**src/rtl/wb_seg7_mux_if.sv**
```systemverilog
// Wishbone slave bus bundle for the multiplexed 7-segment display peripheral.
interface wb_seg7_mux_if;
  logic        wb_stb_i;
  logic        wb_cyc_i;
  logic        wb_ack_o;
  logic        wb_we_i;
  logic [31:0] wb_adr_i;
  logic [3:0]  wb_sel_i;
  logic [31:0] wb_dat_i;
  logic [31:0] wb_dat_o;

  modport slave (
    input  wb_stb_i, wb_cyc_i, wb_we_i, wb_adr_i, wb_sel_i, wb_dat_i,
    output wb_ack_o, wb_dat_o
  );

  modport master (
    output wb_stb_i, wb_cyc_i, wb_we_i, wb_adr_i, wb_sel_i, wb_dat_i,
    input  wb_ack_o, wb_dat_o
  );
endinterface

```
**src/rtl/wb_seg7_mux.sv**
```systemverilog
// Wishbone slave driving a multiplexed common-anode 7-segment display.
// Define WB_SEG7_BIN2BCD_EN to build the sequential binary-to-BCD converter.
module wb_seg7_mux #(
  parameter int unsigned DIGITS   = 8,
  parameter int unsigned SCAN_DIV = 50000
) (
  input  logic              clk,
  input  logic              reset,
  wb_seg7_mux_if.slave      wb,
  output logic              intr,
  output logic [6:0]        seg_out,
  output logic              dp_out,
  output logic [DIGITS-1:0] an_out
);
  localparam int unsigned   DW     = (DIGITS > 1) ? $clog2(DIGITS) : 1;
  localparam int unsigned   PW     = $clog2(SCAN_DIV);
  localparam logic [DW-1:0] D_LAST = DW'(DIGITS - 1);
  localparam logic [PW-1:0] P_LAST = PW'(SCAN_DIV - 1);

  logic              ack, en, ie, bcd, frame, busy, ovf;
  logic [31:0]       number, number_next, rdata;
  logic [DIGITS-1:0] dp_reg, blank;
  logic [PW-1:0]     pre;
  logic [DW-1:0]     d;
  logic [39:0]       result;
  logic [3:0]        nib;
  logic [6:0]        seg_on;
  logic              req, wr, frame_evt;
  logic              wr_ctrl, wr_status, wr_number, wr_dp, wr_blank;

  // A request is only taken while ack is low, so each access costs two cycles.
  assign req         = wb.wb_stb_i & wb.wb_cyc_i & ~ack;
  assign wr          = req & wb.wb_we_i;
  assign wb.wb_ack_o = wb.wb_stb_i & wb.wb_cyc_i & ack;
  assign intr        = frame & ie;
  assign frame_evt   = en && (pre == P_LAST) && (d == D_LAST);

  assign wr_ctrl   = wr && (wb.wb_adr_i[7:0] == 8'h00);
  assign wr_status = wr && (wb.wb_adr_i[7:0] == 8'h04);
  assign wr_number = wr && (wb.wb_adr_i[7:0] == 8'h10);
  assign wr_dp     = wr && (wb.wb_adr_i[7:0] == 8'h14);
  assign wr_blank  = wr && (wb.wb_adr_i[7:0] == 8'h18);

  always_comb begin
    number_next = number;
    for (int unsigned b = 0; b < 4; b++)
      if (wb.wb_sel_i[b]) number_next[8*b +: 8] = wb.wb_dat_i[8*b +: 8];
  end

  always_comb begin
    rdata = '0;
    case (wb.wb_adr_i[7:0])
      8'h00:   rdata[2:0] = {bcd, ie, en};
      8'h04:   rdata[2:0] = {ovf, busy, frame};
      8'h10:   rdata = number;
      8'h14:   rdata[DIGITS-1:0] = dp_reg;
      8'h18:   rdata[DIGITS-1:0] = blank;
      default: rdata = '0;
    endcase
  end

  always_ff @(posedge clk or negedge reset) begin
    if (!reset) begin
      ack       <= 1'b0;
      wb.wb_dat_o <= '0;
      en        <= 1'b0;
      ie        <= 1'b0;
      frame     <= 1'b0;
      number    <= '0;
      dp_reg    <= '0;
      blank     <= '0;
      pre       <= '0;
      d         <= '0;
    end else begin
      ack <= req;
      if (req) wb.wb_dat_o <= rdata;
      if (wr_ctrl && wb.wb_sel_i[0]) begin
        en <= wb.wb_dat_i[0];
        ie <= wb.wb_dat_i[1];
      end
      if (wr_number) number <= number_next;
      if (wr_dp && wb.wb_sel_i[0]) dp_reg <= wb.wb_dat_i[DIGITS-1:0];
      if (wr_blank && wb.wb_sel_i[0]) blank <= wb.wb_dat_i[DIGITS-1:0];
      // A frame event beats a simultaneous write-1-to-clear.
      if (frame_evt) frame <= 1'b1;
      else if (wr_status && wb.wb_sel_i[0] && wb.wb_dat_i[0]) frame <= 1'b0;
      if (!en) begin
        pre <= '0;
        d   <= '0;
      end else if (pre == P_LAST) begin
        pre <= '0;
        d   <= (d == D_LAST) ? '0 : d + 1'b1;
      end else begin
        pre <= pre + 1'b1;
      end
    end
  end

  assign nib = bcd ? result[{d, 2'b00} +: 4] : number[{d, 2'b00} +: 4];

  always_comb begin
    case (nib)
      4'h0: seg_on = 7'h3F;
      4'h1: seg_on = 7'h06;
      4'h2: seg_on = 7'h5B;
      4'h3: seg_on = 7'h4F;
      4'h4: seg_on = 7'h66;
      4'h5: seg_on = 7'h6D;
      4'h6: seg_on = 7'h7D;
      4'h7: seg_on = 7'h07;
      4'h8: seg_on = 7'h7F;
      4'h9: seg_on = 7'h6F;
      4'hA: seg_on = 7'h77;
      4'hB: seg_on = 7'h7C;
      4'hC: seg_on = 7'h39;
      4'hD: seg_on = 7'h5E;
      4'hE: seg_on = 7'h79;
      default: seg_on = 7'h71;
    endcase
  end

  always_ff @(posedge clk or negedge reset) begin
    if (!reset) begin
      an_out  <= '1;
      seg_out <= 7'h7F;
      dp_out  <= 1'b1;
    end else if (!en || blank[d]) begin
      an_out  <= '1;
      seg_out <= 7'h7F;
      dp_out  <= 1'b1;
    end else begin
      an_out  <= ~(DIGITS'(1) << d);
      seg_out <= ~seg_on;
      dp_out  <= ~dp_reg[d];
    end
  end

`ifdef WB_SEG7_BIN2BCD_EN
  logic [31:0] bin;
  logic [39:0] acc, acc_adj;
  logic [5:0]  step;
  logic        unused;

  assign unused = ^{wb.wb_adr_i[31:8], acc_adj[39]};
  assign ovf    = |(result >> (4 * DIGITS));

  always_comb begin
    acc_adj = acc;
    for (int unsigned i = 0; i < 10; i++)
      if (acc[4*i +: 4] >= 4'd5) acc_adj[4*i +: 4] = acc[4*i +: 4] + 4'd3;
  end

  // 32 add-3/shift steps, then one commit cycle so the display swaps atomically.
  always_ff @(posedge clk or negedge reset) begin
    if (!reset) begin
      bcd    <= 1'b0;
      busy   <= 1'b0;
      bin    <= '0;
      acc    <= '0;
      step   <= '0;
      result <= '0;
    end else begin
      if (wr_ctrl && wb.wb_sel_i[0]) bcd <= wb.wb_dat_i[2];
      if (wr_number || (wr_ctrl && wb.wb_sel_i[0] && wb.wb_dat_i[2] && !bcd)) begin
        bin  <= wr_number ? number_next : number;
        acc  <= '0;
        step <= '0;
        busy <= 1'b1;
      end else if (busy) begin
        if (step == 6'd32) begin
          result <= acc;
          busy   <= 1'b0;
        end else begin
          {acc, bin} <= {acc_adj[38:0], bin, 1'b0};
          step       <= step + 1'b1;
        end
      end
    end
  end
`else
  logic unused;

  assign unused = ^wb.wb_adr_i[31:8];
  assign bcd    = 1'b0;
  assign busy   = 1'b0;
  assign ovf    = 1'b0;
  assign result = '0;
`endif
endmodule

```
**src/flat_wrapper.sv**
```systemverilog
// flat-port wrapper written by rule: the top's interface ports become plain ports
module wb_seg7_mux_flat 
#(
  parameter int unsigned DIGITS   = 8,
  parameter int unsigned SCAN_DIV = 50000
)
  (clk, reset, intr, seg_out, dp_out, an_out, wb_wb_stb_i, wb_wb_cyc_i, wb_wb_we_i, wb_wb_adr_i, wb_wb_sel_i, wb_wb_dat_i, wb_wb_ack_o, wb_wb_dat_o);
  wb_seg7_mux_if wb_i ();
  input  logic clk;
  input  logic reset;
  output logic intr;
  output logic [6:0] seg_out;
  output logic dp_out;
  output logic [DIGITS-1:0] an_out;
  input wire logic [$bits(wb_i.wb_stb_i)-1:0] wb_wb_stb_i;
  input wire logic [$bits(wb_i.wb_cyc_i)-1:0] wb_wb_cyc_i;
  input wire logic [$bits(wb_i.wb_we_i)-1:0] wb_wb_we_i;
  input wire logic [$bits(wb_i.wb_adr_i)-1:0] wb_wb_adr_i;
  input wire logic [$bits(wb_i.wb_sel_i)-1:0] wb_wb_sel_i;
  input wire logic [$bits(wb_i.wb_dat_i)-1:0] wb_wb_dat_i;
  output wire logic [$bits(wb_i.wb_ack_o)-1:0] wb_wb_ack_o;
  output wire logic [$bits(wb_i.wb_dat_o)-1:0] wb_wb_dat_o;
  assign wb_i.wb_stb_i = wb_wb_stb_i;
  assign wb_i.wb_cyc_i = wb_wb_cyc_i;
  assign wb_i.wb_we_i = wb_wb_we_i;
  assign wb_i.wb_adr_i = wb_wb_adr_i;
  assign wb_i.wb_sel_i = wb_wb_sel_i;
  assign wb_i.wb_dat_i = wb_wb_dat_i;
  assign wb_wb_ack_o = wb_i.wb_ack_o;
  assign wb_wb_dat_o = wb_i.wb_dat_o;
  wb_seg7_mux #(.DIGITS(DIGITS), .SCAN_DIV(SCAN_DIV)) u_core (.clk(clk), .reset(reset), .wb(wb_i), .intr(intr), .seg_out(seg_out), .dp_out(dp_out), .an_out(an_out));
endmodule
```
**config.mk**
```make
export PLATFORM = sky130hd
export DESIGN_NAME = wb_seg7_mux_flat
export DESIGN_NICKNAME = d
export VERILOG_FILES = /design/src/rtl/wb_seg7_mux_if.sv /design/src/rtl/wb_seg7_mux.sv /design/src/flat_wrapper.sv
export SDC_FILE = /design/constraint.sdc
export NUM_CORES = 1
export LEC_CHECK = 0
export BUFFER_PORTS_ARGS = -buffer_cell sky130_fd_sc_hd__buf_2
export CAP_MARGIN = 25
export CORE_MARGIN = 2
export CORE_UTILIZATION = 39
export DETAILED_ROUTE_END_ITERATION = 6
export GPL_ROUTABILITY_DRIVEN = 0
export PLACE_DENSITY_LB_ADDON = 0.3
export SLEW_MARGIN = 0
export SYNTH_ARGS = -nofsm -noshare
export SYNTH_HDL_FRONTEND = slang
export SYNTH_SLANG_ARGS = --single-unit
```
**constraint.sdc**
```tcl
create_clock -name clk -period 2.2 [get_ports clk]
set_input_delay 0.44 -clock clk [delete_from_list [all_inputs] [get_ports clk]]
set_output_delay 0.44 -clock clk [all_outputs]
set_load 0.01 [all_outputs]
```
; ---- After elaboration in Yosys (flattened, before gate mapping)
; Memories as Yosys holds them, arrays and structs flattened.
; Index checks and enable logic that the tools add are counted.
[word_totals]
memories = 1
word_cells = 75
output_inout_bits = 50
rom_bits = 112
register_bits = 119
[mem_list]
columns = name, depth, word_bits, rd, rd_clocked_by_memory_dff, write_ports, line
row1 = (no name shown), 16, 7, 1, 0, 0, wb_seg7_mux.sv:102  ; case (nib)
[classes]
shifts = 2
n_eq_ne = 7
reduce_logical = 20
n_lt_le_gt_ge = 1
add_sub_neg = 2
mux = 17
bitwise = 9
[ops]
columns = cell, count
row1 = $mux W16, 2
row2 = $shiftx A32 B6 Y4, 1
row3 = $eq A8 B5 Y1 const B, 3
row4 = $mux W24, 1
row5 = $add A16 B1 Y16 const B, 1
row6 = $eq A16 B16 Y1 const B, 1
row7 = $pmux W3 S5, 1
row8 = $pmux W5 S3, 1
row9 = $logic_and A1 B1 Y1, 12
row10 = $mux W3, 3
row11 = $eq A8 B3 Y1 const B, 1
row12 = $logic_not A8 Y1, 1
row13 = $mux W8, 1
row14 = $not A8 Y8, 1
row15 = $reduce_and A2 Y1, 4
row16 = $shl A1 B3 Y8 const A, 1
row17 = $mux W7, 1
row18 = $not A7 Y7, 1
row19 = $bmux W1 S3, 2
row20 = $and A1 B1 Y1, 5
row21 = $mux W1, 5
row22 = $lt A3 B4 Y1 const B, 1
row23 = $add A3 B1 Y3 const B, 1
row24 = $eq A3 B3 Y1 const B, 1
row25 = other kinds (5), 6

; ---- Depth between registers and ports, before layout
[logic_depth]
ltp_word = 8
mapped_depth = 10
ltp_nobuf = 8

; ---- Worst setup path after synthesis
; OpenSTA, ideal clock, no wires.
[synth_path]
kind = register -> register
startpoint = register u_core.d[1]
endpoint = register u_core.seg_out[3]
stages_incl_launch_ff = 11
required_ps = 2113
arrival_time_ps = 2295
path_slack_ps = -182
setup_ps = 87
period_less_slack_ps = 2382
cell_sequence = dfrtp_1 -> buf_6 -> buf_6 -> mux4_1 -> mux2i_1 -> inv_1 -> ha_1 -> inv_1 -> nor3_1 -> a211oi_1 -> o21ai_0
[synth_via]
elab_chain_cells = 4
elab_cells_between_ends = 7
classes_between = shift: 1 / mux: 3 / bitwise: 1 / reduce/logical: 1 / memory: 1
[synth_lines]
columns = element, line
row1 = start: declaration, wb_seg7_mux.sv:24  ; logic [DW-1:0] d;
row2 = start signal: assignment, wb_seg7_mux.sv:92  ; d <= (d == D_LAST) ? '0 : d + 1'b1;
row3 = $shiftx A32 B6 Y4 or $bmux W1 S3 (tied branches), "wb_seg7_mux.sv:99, wb_seg7_mux.sv:127"
row4 = $mem_v2 Z16 W7 or $mux W1 (tied branches), -
row5 = $not A7 Y7 or $logic_or A1 B1 Y1 (tied branches), "wb_seg7_mux.sv:133, wb_seg7_mux.sv:127"
row6 = $mux W7 *, wb_seg7_mux.sv:127  ; end else if (!en || blank[d]) begin
row7 = end signal: assignment, wb_seg7_mux.sv:133  ; seg_out <= ~seg_on;
row8 = end: declaration, wb_seg7_mux.sv:11  ; output logic [6:0] seg_out,
; Every way passes the cells marked *; elsewhere a longest branch is shown, timed or not. The select of a mux whose other input is x is not followed.
; A chain may end at the register's enable or synchronous reset.

; ---- Worst setup path after layout
[layout_path]
startpoint = register u_core.d[0]
endpoint = register u_core.seg_out[3]
; Same word-level chain as after synthesis.

==> results.yml <==
outcome:
  status: "finished clean"
cells_and_area:
  syn_to_final_growth_pct: 25.81
  fillCellCount: 1231
  largest_registers: "u_core.number (32), u_core.wb.wb_dat_o (32), u_core.pre (16)"
  nNetsFinal: 644
  diodes: 0
  final_core_util: 0.5013
  drive_above_1_share: 0.4361
floorplanning:
  die_area_mm2: 0.01515
  start_util: 0.3984
  core-area_mm2: 0.01388
  fp.dieH_um: 123.1
  die_x_um: 123.1
  rows: 43
  io_pins: 123
synthesis:
  syn_area_per_cell_um2: 12.77
  yosysMostFrequentCell: "dfrtp_1"
  synth_area_mm2: 0.005530
  yosysTopAreaCell: "dfrtp_1"
  synth_seq_cells: 119
  syn-num-nets: 519
  synth_top_flop_cell: "dfrtp_1"
  synth_warnings: 0
  synth_top_area_frac: 0.4661
  synth_edf_count: 0
  ys_seq_area_frac: 0.5421
  yosys-top-cells-count: "dfrtp_1, mux2_2, nand2_1"
  synthArstFlopShare: 1.000
  syn_inst: 433
  synth_area_leaders: "dfrtp_1, mux2_2, dfstp_2"
  yosysUniqueCellTypes: 52
timing:
  fin_skew_ps: 7.707
  worst_pin_slew_ps: 568.0
  finalHoldViolCount: 0
  finalMaxSlewViolations: 0
  max_freq_mhz: 467.3
  min_period_ps: 2140
  setup_tns_ps: 0
  min_period_over_period: 0.9727
  worst_slack_ps: 60.06
  setup_viol: 0
  relSlewSlack: 0.6178
  whs_ps: 16.58
route:
  route.detailed.drc: 0
  drt-initial-drc-count: 235
  routed_wl_um: 13090
  drtAntennaViolNets: 0
  viasPerCell: 5.244
  dr.pass1.iters: 4
  wl_per_cell_um: 17.43
  via_count: 3938
clocking:
  ctsHtreeMaxLevel: 4
  worstSkewPairLatency_ps: 420
  cts_tree: "built"
  clk_path_buf_depth: 2
  clkTransAtPathRegs_ps: 60
  cts_buffers: 17
  cts-root-buf: "clkbuf_16"
  cts_sinks: 119
critical_path:
  crit_end: "u_core.seg_out[3]"
  cpPeakStageDelay_ps: 530
  rr_worst_depth: 9
  start_kind: "flop"
  r2r_start: "u_core.d[0]"
  startpoint: "u_core.d[0]"
  r2r-end: "u_core.seg_out[3]"
  setup.worst_path.class: "reg -> reg"
  cp_max_fo: 4
  path_cells: "buf_6 -> mux4_2 -> mux2i_4 -> inv_2 -> ha_1 -> inv_1 -> nor3_1 -> a211oi_1 -> o21ai_1"
  r2r_slack_ps: 60
  cp_data_arrival_time_ps: 2470
  crit_path_end_kind: "flop"
  cp_slowest_cell: "mux4_2"
  required_ps: 2530
placed_design:
  portBuffers: 98
  place_ws_ps: -73.26
  dpl.hpwl_um: 9546
grt:
  grt_max_degree: 53
  grt-ovfl-total: 0
  grt_pass1_vias: 4006
  grt_antenna_before_repair: 0
  grt_usage: 0.1809
  grt_pass1_wl_um: 20580
hold_path:
  holdCritPathClass: "in -> async"
pwr:
  leakagePower_nw: 3.373
  ir_worst_vdd_uv: 474.5
  cellPowerDensity_mw_per_mm2: 731.1
flow_run:
  cap_violations: 0
repair_timing:
| action | 4_1_cts | 5_1_grt |
|---|---|---|
| endpoints found under the setup margin | 6 | 7 |
| gates resized for setup | 5 | 7 |
| hold buffers | 0 | 0 |
| setup buffers | 0 | 1 |
| pin swaps | 0 | 3 |
| endpoints found under the hold margin | 0 | 0 |
metrics by stage:
stage	cell area (µm²)	power, W	std cells
2_1_floorplan	5535	0.002293	433
3_3_place_gp	6351	0.002419	718
3_5_place_dp	6351	0.002425	718
4_1_cts	6935	0.005135	750
5_1_grt	6958	0.005264	751
6_report	6958	0.005087	751
where the power goes:
part | internal, W | total (W) | switching, W
combinational | 0.0000655 | 0.000178 | 0.000112
sequential | 0.00220 | 0.00221 | 0.00000643
clock | 0.00172 | 0.00270 | 0.000985
total | 0.00398 | 0.00509 | 0.00110
how the worst min path moves through the flow:
stage          start                     to  slack (ps)  cells after the start
2_1_floorplan  reset             u_core.ack         140                      0
3_3_place_gp   reset  u_core.wb.wb_dat_o[2]         460                      1
3_5_place_dp   reset       u_core.number[2]         470                      1
4_1_cts        reset  u_core.wb.wb_dat_o[6]          30                      1
5_1_grt        reset  u_core.wb.wb_dat_o[5]          40                      1
6_report       reset  u_core.wb.wb_dat_o[2]          20                      1
per-layer routing:
layer  part of all wire  wire length (µm)  vias to the layer above  track usage
met5                  0                 0                        -            0
met4              0.018               232                        0      0.07670
met3              0.042               552                       20      0.04290
met2               0.48              6242                       91       0.2773
met1               0.46              6063                     2003       0.2468
li1                   -                 -                     1824            -
worst max-delay path, delay by kind of cell (launching register included):
| kind | cells | cell delay [ps] |
|---|---|---|
| buffers and inverters | 3 | 320 |
| multiplexers | 2 | 740 |
| flip-flops | 1 | 420 |
| AND/OR/NAND/NOR | 1 | 70 |
| AO/OA/AOI/OAI | 2 | 270 |
| adder cells (fa/ha/maj) | 1 | 230 |
cells by family (layout without fill, tap and decap cells):
kind of cell	count (synthesis)	count (layout)	synth area share
AO/OA/AOI/OAI	62	62	0.08756
XOR/XNOR	14	14	0.02217
adder cells (fa/ha/maj)	13	13	0.02941
buffers and inverters	32	170	0.03099
flip-flops	119	119	0.5421
multiplexers	77	77	0.1839
AND/OR/NAND/NOR	116	116	0.1038
layout make-up:
| class | instances | area [µm²] | area share |
|---|---|---|---|
| tap | 180 | 225.2 | 0.03237 |
| timing repair buffer | 125 | 728.2 | 0.1047 |
| clock inverter | 12 | 126.4 | 0.01816 |
| multi-input combinational | 282 | 2374 | 0.3411 |
| sequential | 119 | 2999 | 0.4310 |
| clock buffer | 20 | 456.7 | 0.06564 |
| inverter | 13 | 48.80 | 0.007013 |
cell usage in the layout (no fill, tap or decap), types with 5 or more instances in the layout:
master / instances
a22o_1: 32
and3_1: 5
buf_2: 97
buf_4: 24
clkbuf_16: 17
clkinvlp_4: 5
dfrtp_1: 102
dfstp_2: 16
ha_1: 12
inv_1: 9
mux2_2: 53
mux2i_1: 11
mux4_1: 5
mux4_2: 6
nand2_1: 36
nand3_1: 15
nor2_1: 25
nor3_1: 5
o21ai_0: 10
xnor2_1: 5
xor2_1: 9
(Power assumes the default switching activity.)
